==> config.mk <==
export PLATFORM = sky130hd
export DESIGN_NAME = mem_dma
export DESIGN_NICKNAME = d
export VERILOG_FILES = /design/src/rtl/mem_dma_pkg.sv /design/src/rtl/mem_dma_ctr.sv /design/src/rtl/mem_dma.sv
export SDC_FILE = /design/constraint.sdc
export NUM_CORES = 1
export LEC_CHECK = 0
export ABC_AREA = 0
export BUFFER_PORTS_ARGS = -buffer_cell sky130_fd_sc_hd__clkbuf_2
export CORE_MARGIN = 1.5
export CORE_UTILIZATION = 53
export DETAILED_ROUTE_END_ITERATION = 12
export MAX_ROUTING_LAYER = met4
export PLACE_DENSITY = 0.93
export SLEW_MARGIN = 20
export SYNTH_ARGS = -nofsm -noshare
export SYNTH_HDL_FRONTEND = slang
export SYNTH_SLANG_ARGS = --single-unit
==> constraint.sdc <==
create_clock -name clk -period 3.8 [get_ports clk]
set_input_delay 0.38 -clock clk [delete_from_list [all_inputs] [get_ports clk]]
set_output_delay 0.38 -clock clk [all_outputs]
set_load 0.05 [all_outputs]
==> src/rtl/mem_dma_pkg.sv <==
// Shared types and constants for the mem_dma word copy engine.
package mem_dma_pkg;

  typedef enum logic [1:0] {
    ST_IDLE,
    ST_RUN,
    ST_DRAIN,
    ST_DONE
  } state_e;

  localparam logic [3:0] WSTRB_FULL = 4'hF;
  localparam logic       MODE_COPY  = 1'b0;
  localparam logic       MODE_FILL  = 1'b1;

endpackage

==> src/rtl/mem_dma_ctr.sv <==
// Loadable word-address counter: base+count output plus a flag when count hits last_cnt_i.
module mem_dma_ctr
  import mem_dma_pkg::*;
#(
  parameter int unsigned LENW = 16
) (
  input  logic            clk,
  input  logic            resetb,
  input  logic            load_i,
  input  logic [31:2]     base_i,
  input  logic            inc_i,
  input  logic [LENW-1:0] last_cnt_i,
  output logic [31:2]     addr_o,
  output logic            last_o
);

  logic [31:2]     addr_q;
  logic [LENW-1:0] cnt_q;

  // Address is carried as its own register so the output is registered and wraps mod 2^30.
  always_ff @(posedge clk or negedge resetb) begin
    if (!resetb) begin
      addr_q <= '0;
      cnt_q  <= '0;
    end else if (load_i) begin
      addr_q <= base_i;
      cnt_q  <= '0;
    end else if (inc_i) begin
      addr_q <= addr_q + 30'd1;
      cnt_q  <= cnt_q + LENW'(1);
    end
  end

  assign addr_o = addr_q;
  assign last_o = (cnt_q == last_cnt_i);

endmodule

==> src/rtl/mem_dma.sv <==
// Word copy engine: reads one port, writes the other, one word per cycle.
// Optional fill mode (no reads, constant write data) enabled by MEM_DMA_FILL_EN.
module mem_dma
  import mem_dma_pkg::*;
#(
  parameter int unsigned LENW = 16
) (
  input  logic            clk,
  input  logic            resetb,
  input  logic            start_i,
  input  logic [31:2]     src_i,
  input  logic [31:2]     dst_i,
  input  logic [LENW-1:0] len_i,
`ifdef MEM_DMA_FILL_EN
  input  logic            mode_i,
  input  logic [31:0]     fill_i,
`endif
  output logic            busy_o,
  output logic            done_o,
  output logic            rready_o,
  output logic [31:2]     raddr_o,
  input  logic            rresp_i,
  input  logic [31:0]     rdata_i,
  output logic            wready_o,
  output logic [31:2]     waddr_o,
  output logic [31:0]     wdata_o,
  output logic [3:0]      wstrb_o
);

  state_e          state_q, state_d;
  logic [LENW-1:0] len_q;
  logic            rready_q, rready_d;
  logic            busy_q, done_q, pending_q;
  logic            mode_q, start_mode;
  logic            accept, start_fill, fill_mode;
  logic            rd_inc, rd_last, wr_last;
  logic            copy_wr, fill_wr, xfer_st;
  logic [31:2]     wr_addr;
  logic [31:0]     fill_data;

`ifdef MEM_DMA_FILL_EN
  logic [31:0] fill_q;
  assign start_mode = mode_i;
  assign fill_data  = fill_q;

  always_ff @(posedge clk or negedge resetb) begin
    if (!resetb)     fill_q <= '0;
    else if (accept) fill_q <= fill_i;
  end
`else
  assign start_mode = MODE_COPY;
  assign fill_data  = '0;
`endif

  assign accept     = (state_q == ST_IDLE) && start_i && (len_i != '0);
  assign start_fill = (start_mode == MODE_FILL);
  assign fill_mode  = (mode_q == MODE_FILL);
  assign xfer_st    = (state_q == ST_RUN) || (state_q == ST_DRAIN);

  // pending mirrors the one-cycle read latency, so stale rresp in IDLE/DONE never writes.
  assign copy_wr  = rresp_i && pending_q && !fill_mode && xfer_st;
  assign fill_wr  = fill_mode && (state_q == ST_RUN);
  assign wready_o = copy_wr || fill_wr;
  assign waddr_o  = wready_o ? wr_addr : '0;
  assign wdata_o  = !wready_o ? '0 : (fill_mode ? fill_data : rdata_i);
  assign wstrb_o  = wready_o ? WSTRB_FULL : '0;

  mem_dma_ctr #(.LENW(LENW)) u_rd_ctr (
    .clk        (clk),
    .resetb     (resetb),
    .load_i     (accept),
    .base_i     (src_i),
    .inc_i      (rd_inc),
    .last_cnt_i (len_q - LENW'(1)),
    .addr_o     (raddr_o),
    .last_o     (rd_last)
  );

  mem_dma_ctr #(.LENW(LENW)) u_wr_ctr (
    .clk        (clk),
    .resetb     (resetb),
    .load_i     (accept),
    .base_i     (dst_i),
    .inc_i      (wready_o),
    .last_cnt_i (len_q - LENW'(1)),
    .addr_o     (wr_addr),
    .last_o     (wr_last)
  );

  always_comb begin
    state_d  = state_q;
    rready_d = 1'b0;
    rd_inc   = 1'b0;
    unique case (state_q)
      ST_IDLE: begin
        if (start_i) begin
          state_d  = (len_i != '0) ? ST_RUN : ST_DONE;
          rready_d = (len_i != '0) && !start_fill;
        end
      end
      ST_RUN: begin
        if (fill_mode) begin
          if (wr_last) state_d = ST_DONE;
        end else begin
          rd_inc = 1'b1;
          if (rd_last) state_d  = ST_DRAIN;
          else         rready_d = 1'b1;
        end
      end
      ST_DRAIN: if (wready_o && wr_last) state_d = ST_DONE;
      ST_DONE:  state_d = ST_IDLE;
      default:  state_d = ST_IDLE;
    endcase
  end

  always_ff @(posedge clk or negedge resetb) begin
    if (!resetb) begin
      state_q   <= ST_IDLE;
      rready_q  <= 1'b0;
      busy_q    <= 1'b0;
      done_q    <= 1'b0;
      pending_q <= 1'b0;
      len_q     <= '0;
      mode_q    <= MODE_COPY;
    end else begin
      state_q   <= state_d;
      rready_q  <= rready_d;
      busy_q    <= (state_d == ST_RUN) || (state_d == ST_DRAIN);
      done_q    <= (state_d == ST_DONE);
      pending_q <= rready_q;
      if (accept) begin
        len_q  <= len_i;
        mode_q <= start_mode;
      end
    end
  end

  assign rready_o = rready_q;
  assign busy_o   = busy_q;
  assign done_o   = done_q;

endmodule

Word level (Yosys, flattened, before mapping)
Index checks and enable logic that the tools add are counted.

word-level totals
  flip-flop bits (word level) = 114
  bits of input ports = 112
  word-level logic and storage cells = 54

cells by class
  add/subtract/negate cells = 5
  eq/ne operators = 8
  multiplexer cells = 20
  reduce and logical (&&, ||, !) cells = 11

operators by type and width
  kind                     number
  $mux W30                 5
  $mux W16                 4
  $add A30 B1 Y30 const B  2
  $add A16 B1 Y16 const B  2
  $eq A16 B16 Y1           2
  $mux W32                 1
  $reduce_bool A16 Y1      1
  $sub A16 B1 Y16 const B  1
  $eq A2 B2 Y1 const B     4
  $mux W2                  4
  $pmux W2 S4              1
  $logic_and A1 B1 Y1      5
  $eq A2 B1 Y1 const B     2
  $mux W4                  1
  $reduce_bool A2 Y1       2
  $mux W1                  3
  $logic_not A2 Y1         1
  $logic_or A1 B1 Y1       2
  $pmux W1 S2              1

Logic depth before layout (Yosys ltp)
Gate-level depths: netlist (run 1).

  depth in word-level cells = 8
  mapped depth = 11
  gate-level depth less buffers = 10

Hierarchy
Synthesis (run 1) repeated with hierarchy kept, for this count alone.

second synthesis, totals
  cell total of the unflattened synthesis = 800
  area total of the unflattened synthesis = 7,120.6 µm²

by module, submodules not included
  module       times used  cells an instance  area each (µm²)
  mem_dma_ctr  2           312                2,736.4
  mem_dma      1           176                1,647.8

Worst setup path after synthesis (run 1)
No wires, ideal clock.

  path kind = register -> output
  from = reg state_q[1]
  to = out wdata_o[22]
  arrival = 2.535 ns
  required time = 3.420 ns
  setup slack = 0.885 ns
  stages on the path, launching flop included = 8
  path through = dfrtp_1 > inv_1 > ha_1 > nand3_1 > clkinv_1 > clkbuf_1 > clkbuf_1 > and2_1

between the ends
  cells in the longest elaborated chain, start to end = 4

ends and longest elaborated chain
  what                                                 RTL line        RTL
  start, declared                                      mem_dma.sv:30   state_e state_q, state_d;
  start signal, assigned                               mem_dma.sv:126  state_q <= state_d;
  $eq A2 B1 Y1 / $eq A2 B2 Y1 (equally long branches)  mem_dma.sv:58   assign xfer_st = (state_q == ST_RUN) || (state_q == ST_DRAIN);
  $logic_or A1 B1 Y1 *                                 mem_dma.sv:58
  $logic_and A1 B1 Y1 *                                mem_dma.sv:61   assign copy_wr = rresp_i && pending_q && !fill_mode && xfer_st;
  named net wready_o                                   mem_dma.sv:24   output logic wready_o,
  $mux W32 *                                           mem_dma.sv:65   assign wdata_o = !wready_o ? '0 : (fill_mode ? fill_data : rdata_i);
  end, declared                                        mem_dma.sv:26   output logic [31:0] wdata_o,

Mark *: on every way through the listed nets, which the timed path passes. The rest lies on a longest branch.

Final worst setup path (run 1)
  from = reg state_q[0]
  to = out waddr_o[17] (netlist bit)

between the ends
  cells in the longest elaborated chain, start to end = 4

ends and longest elaborated chain
  what                                                 RTL line       RTL
  $eq A2 B1 Y1 / $eq A2 B2 Y1 (equally long branches)  mem_dma.sv:58
  $logic_or A1 B1 Y1 *                                 mem_dma.sv:58
  $logic_and A1 B1 Y1 *                                mem_dma.sv:61
  $mux W30 *                                           mem_dma.sv:64  assign waddr_o = wready_o ? wr_addr : '0;
  end, declared                                        mem_dma.sv:25  output logic [31:2] waddr_o,

Mark *: on every way between the ends. The rest lies on a longest branch, timed or not.

==> impl_metrics.tcl, run 1 <==
set metrics [dict create \
    synth_seq_cells 114 \
    p_leak_uw 0.00394 \
    initial_core_util_pct 54.4 \
    dpl.cell_count 1166 \
    critical_path.max_stage_delay_ns 0.62 \
    routed-via-count 6683 \
    worst_slack_ns 0.313 \
    synth_cell_types 59 \
    synth-async-reset-ratio_pct 100 \
    hp-class "in -> async" \
    busiest_layer "met2" \
    fmax_ghz 0.287 \
    ant_nets 0 \
    synth_ff_type "dfrtp_1" \
    report.final.hold_viol_count 0 \
    cts_tree "yes" \
    seq_area_um2 2850 \
    diodes 0 \
    synthTopCellsByArea "dfrtp_1, xor2_1, xnor2_1" \
    wirelength_um 20800 \
    reg2reg_from "len_q[0]" \
    ir_worst_vdd_v 0.000233 \
    fill_cells 1034 \
    syn_area_um2 7200 \
    dpl_worst_slack_ns 0.429 \
    worstSetupStartpoint "state_q[0]" \
    numPortBuffers 211 \
    die_height_um 120 \
    cts-hold-fix-buffers 0 \
    cap_violations 0 \
    crit_fanout 38 \
    clk-insertion-delay-late_ns 0.42 \
    gp_congestion 0.979 \
    clockBufferDepth 2 \
    crit_family "buffers and inverters" \
    drc 0 \
    syn_avg_cell_area_um2 8.74 \
    clock_sinks 114 \
    area_growth_pct 23.8 \
    clockRootBuffer "clkbuf_16" \
    tns_ns 0 \
    worstPathArrival_ns 3.11 \
    rsz0062_at_grt "no" \
    core-area_um2 13200 \
    met1_usage_pct 39.2 \
    ys_seq_area_share_pct 39.6 \
    fin_nets 1130 \
    slew-limit-headroom_pct 39.1 \
    finalCritPeriodShare_pct 91.8 \
    layout-drive-gt1-share_pct 26.7 \
    cts_setup_buffers 0 \
    yosysWarnings 0 \
    cp-start-kind "flop" \
    grt_max_degree 90 \
    whs_ns 0.0904 \
    postCtsResizedCells 0 \
    grt_use_total_pct 30.6 \
    synth.top_cell.area_share_pct 39.6 \
    rows 42 \
    worst_pin_slew_ns 0.914 \
    grt_overflow 0 \
    multi_input_area_um2 4030 \
    grt_pass1_vias 6388 \
    synthCells 824 \
    io_pins 212 \
    dieArea_um2 14300 \
    setup_viol 0 \
    antenna_found_initial 0 \
    final.min_clock_period_ns 3.49 \
    cp-end-kind "primary output" \
    wl_per_cell_um 17.4 \
    clk_pin_slew_ns 0.05 \
    power.density_nw_per_um2 336 \
    maxSlewViolCount 0 \
    via_per_inst 5.58 \
    htreeDepth 4 \
    finalNonFillerCells 1198 \
    drtIter0Drc 512 \
    gr-usage-met2_pct 48.7 \
    first_pass_iters 6 \
    yosys.area.top_type "dfrtp_1" \
    dp_hpwl_um 14800 \
    slowest_stage "clkinv_1" \
    cp_num_buf_inv 4 \
    synth_edf_count 0 \
    met3_usage_pct 7.08 \
    numCtsBuffers 17 \
    die-width_um 120 \
    grt_pass1_wl_um 33300 \
    syn_nets 945 \
    skew_ns 0.0119 \
    crit_chain "inv_1 -> ha_1 -> nand3_1 -> clkinv_1 -> buf_4 -> and2_1 -> clkbuf_2" \
    status "finished, final reports clean" \
    worst-endpoint-required_ns 3.42 \
    path_class "reg -> out" \
]
[routing by layer]
layer  vias to the layer above  part of all wire [%]
met4                         0                   2.2
li1                       3157                     -
met1                      3201                    41
met5                         -                     0
met2                       277                    49
met3                        48                   7.3
[layout by cell type, fill, tap and decap left out, types with 3 or more instances in the layout]
cell type / instances
or4_1: 3
nor4b_1: 3
nand4_1: 23
nor2_1: 69
and2_1: 61
nor4_1: 6
nor2b_1: 5
bufinv_16: 4
clkbuf_2: 210
dfrtp_1: 114
xnor2_1: 58
xor2_1: 68
nand2b_1: 4
mux2i_1: 4
nor3_1: 11
clkinv_2: 4
nand3_1: 35
buf_4: 7
a21oi_1: 12
nand2_1: 113
or3_1: 7
o211ai_1: 3
inv_1: 14
o21ai_0: 75
clkbuf_8: 3
and4_1: 4
and3_1: 22
clkbuf_16: 17
ha_1: 9
mux2_2: 12
[worst paths after layout]
kind,endpoint,slack [ns],depth (start not counted)
hold / removal,u_wr_ctr.addr_o[25],0.09,1
setup / recovery,waddr_o[17],0.31,7
setup reg to reg,busy_o,0.31,10
max in group asynchronous,u_rd_ctr.cnt_q[13],2.95,2
hold reg to reg,pending_q,0.39,0
min in group clk,u_wr_ctr.addr_o[31],0.16,3
[cells in the mapped netlist (3+ instances only)]
master and count:
xor2_1 68, o21ai_0 75, o211ai_1 3, clkbuf_1 36
or4_1 3, nor2b_1 5, nor4_1 6, nand3_1 35
dfrtp_1 114, buf_4 7, a21oi_1 12, inv_1 14
and3_1 22, or3_1 7, xnor2_1 58, mux2i_1 4
ha_1 9, clkbuf_8 5, nor2_1 69, nand2_1 113
nand4_1 23, nor4b_1 3, and2_1 61, mux2_2 12
and4_1 4, nor3_1 11, nand2b_1 4
[registers in the layout, indices dropped and copies added (netlist names)]
signal and count:
u_rd_ctr.addr_o 30, u_wr_ctr.addr_o 30, len_q 16, u_rd_ctr.cnt_q 16, u_wr_ctr.cnt_q 16, state_q 2
busy_o 1, done_o 1, pending_q 1, rready_o 1
[cell families (layout without fill, tap and decap cells)]
kind of cell    count (synthesis)  in the layout  share of synthesized area, %
compound gates                110            110                          8.76
xor+xnor                      126            126                          15.3
fa+ha+maj                       9              9                          1.56
buf+inv                        67            265                          4.67
flops                         114            114                          39.6
mux                            16             16                          2.43
simple gates                  382            382                          27.6
[where the power goes]
part / switching [uW] / internal [uW]
sequential: 0 / 1220
clock: 550 / 1140
combinational: 46.6 / 43.8
[metrics by stage]
step                area [um^2]  utilization [%]  power, uW
floorplan                  7200                -       1240
global placement           8280             62.5       1320
detailed placement         8280             62.5       1330
CTS                        8910             67.3       3010
global route               8910             67.3       3080
finish                     8910             67.3       3000
[final cells by class]
| cell class | count | area share (%) |
|---|---|---|
| clock buffer | 22 | 5.32 |
| clock inverter | 10 | 1.74 |
| inverter | 15 | 0.632 |
| multi-input combinational | 643 | 45.2 |
| sequential | 114 | 32.0 |
| tap | 176 | 2.47 |
| timing repair buffer | 218 | 12.6 |
(Power assumes the default switching activity.)
==> inputs of run 2 (changes only) <==
- CORE_UTILIZATION: 53 -> 50
- PLACE_DENSITY: 0.93 -> 0.89
==> impl_metrics.tcl, run 2 (synthesis results as in run 1) <==
set metrics [dict create \
    rr_endpoint "busy_o" \
    critical_path.max_stage_delay_ns 0.58 \
    finalPower_uw 2810 \
    cap_violations 0 \
    power.density_nw_per_um2 317 \
    clk-insertion-delay-late_ns 0.41 \
    dp_hpwl_um 14800 \
    skew_ns 0.00724 \
    htreeDepth 4 \
    numCtsBuffers 17 \
    status "finished, final reports clean" \
    final.min_clock_period_ns 3.53 \
    cts-hold-fix-buffers 0 \
    setup_viol 0 \
    antenna_found_initial 0 \
    diodes 0 \
    numPortBuffers 211 \
    grt_overflow 0 \
    grt_pass1_vias 6244 \
    cp-end-kind "flop" \
    slew-limit-headroom_pct 47.2 \
    maxSlewViolCount 0 \
    die_height_um 123 \
    finalCritPeriodShare_pct 92.8 \
    ir_worst_vdd_v 0.000283 \
    hp-class "in -> async" \
    wirelength_um 20100 \
    grt_max_degree 65 \
    clockBufferDepth 2 \
    routed-via-count 6595 \
    core-area_um2 14000 \
    area_growth_pct 23.4 \
    cts_tree "yes" \
    slowest_stage "nor3b_2" \
    grt_use_total_pct 28.5 \
    grt_pass1_wl_um 32100 \
    wl_per_cell_um 16.7 \
    reg2reg_from "len_q[0]" \
    clock_sinks 114 \
    p_leak_uw 0.00392 \
    rrSetupSlack_ns 0.27 \
    worstPathArrival_ns 3.81 \
    drtIter0Drc 413 \
    postCtsResizedCells 0 \
    tns_ns 0 \
    cp-start-kind "flop" \
    first_pass_iters 5 \
    crit_fanout 10 \
    dieArea_um2 15100 \
    clockRootBuffer "clkbuf_16" \
    post-route-util_pct 63.5 \
    cp_common_cell "ha_1" \
    initial_core_util_pct 51.5 \
    final_cell_mix "clkbuf_2, dfrtp_1, nand2_1, o21ai_0, nor2_1" \
    worst_pin_slew_ns 0.790 \
    fmax_ghz 0.284 \
    rsz0062_at_grt "no" \
    clk_pin_slew_ns 0.05 \
    gp_congestion 0.939 \
    drc 0 \
    reg2reg_depth 10 \
    final_common_cell "clkbuf_2" \
    crit_chain "inv_1 -> ha_1 -> nor3b_2 -> nand3_1 -> xnor2_1 -> or3_1 -> nor4b_1 -> nand4_1 -> a21oi_1 -> ha_1" \
    io_pins 212 \
    via_per_inst 5.48 \
    rows 43 \
    ant_nets 0 \
    layout-drive-gt1-share_pct 27.0 \
    report.final.hold_viol_count 0 \
    fin_nets 1132 \
    cts_setup_buffers 0 \
    path_class "reg -> reg" \
    worst-endpoint-required_ns 4.09 \
    die-width_um 123 \
]
run 2: worst max-delay path: cells and delay by family, from the launching register on:
kind                     cells  cell delay, ns
buffers and inverters        1            0.11
adder cells (fa/ha/maj)      2            0.55
XOR/XNOR                     1            0.21
AO/OA/AOI/OAI                1            0.30
AND/OR/NAND/NOR              5            1.75
flip-flops                   1            0.47
run 2: how the worst max path moves through the flow:
stage	slack [ns]	endpoint	from
6_report	0.27	busy_o	len_q[0]
5_1_grt	0.08	waddr_o[9]	state_q[0]
4_1_cts	0.32	busy_o	len_q[0]
3_5_place_dp	0.42	busy_o	len_q[0]
3_3_place_gp	0.49	busy_o	len_q[0]
2_1_floorplan	0.89	wdata_o[22]	state_q[1]
run 2: routing by layer:
metal | wire (um) | track usage [%] | up-vias
met3 | 1480 | 7.66 | 36
met1 | 8520 | 36.7 | 3153
met5 | 0 | - | -
li1 | - | - | 3157
met4 | 410 | 8.98 | 0
met2 | 9680 | 44.2 | 249
run 2: where the power goes:
group	internal (uW)	switching (uW)	total [uW]	leakage, uW
Clock	959	550	1510	0.000277
Sequential	1220	0	1220	0.00132
Combinational	43.0	46.4	89.4	0.00233
run 2: area by class of cell:
type / count / area (um^2)
inverter: 15 / 56.3
multi-input combinational: 643 / 4030
clock buffer: 22 / 484
clock inverter: 10 / 82.6
sequential: 114 / 2850
fill: 1143 / 5110
timing repair buffer: 220 / 1150
tap: 180 / 225
run 2: per-stage QoR:
| stage | hold WS [ns] | cell area (um^2) | instances | setup slack (ns) |
|---|---|---|---|---|
| 6_report | 0.0535 | 8880 | 1204 | 0.273 |
| 5_1_grt | 0.102 | 8880 | 1204 | 0.0843 |
| 4_1_cts | 0.0711 | 8880 | 1204 | 0.317 |
| 3_5_place_dp | 0.410 | 8310 | 1172 | 0.420 |
| 3_3_place_gp | 0.388 | 8310 | 1172 | 0.492 |
| 2_1_floorplan | 0.0844 | 7200 | 824 | 0.885 |
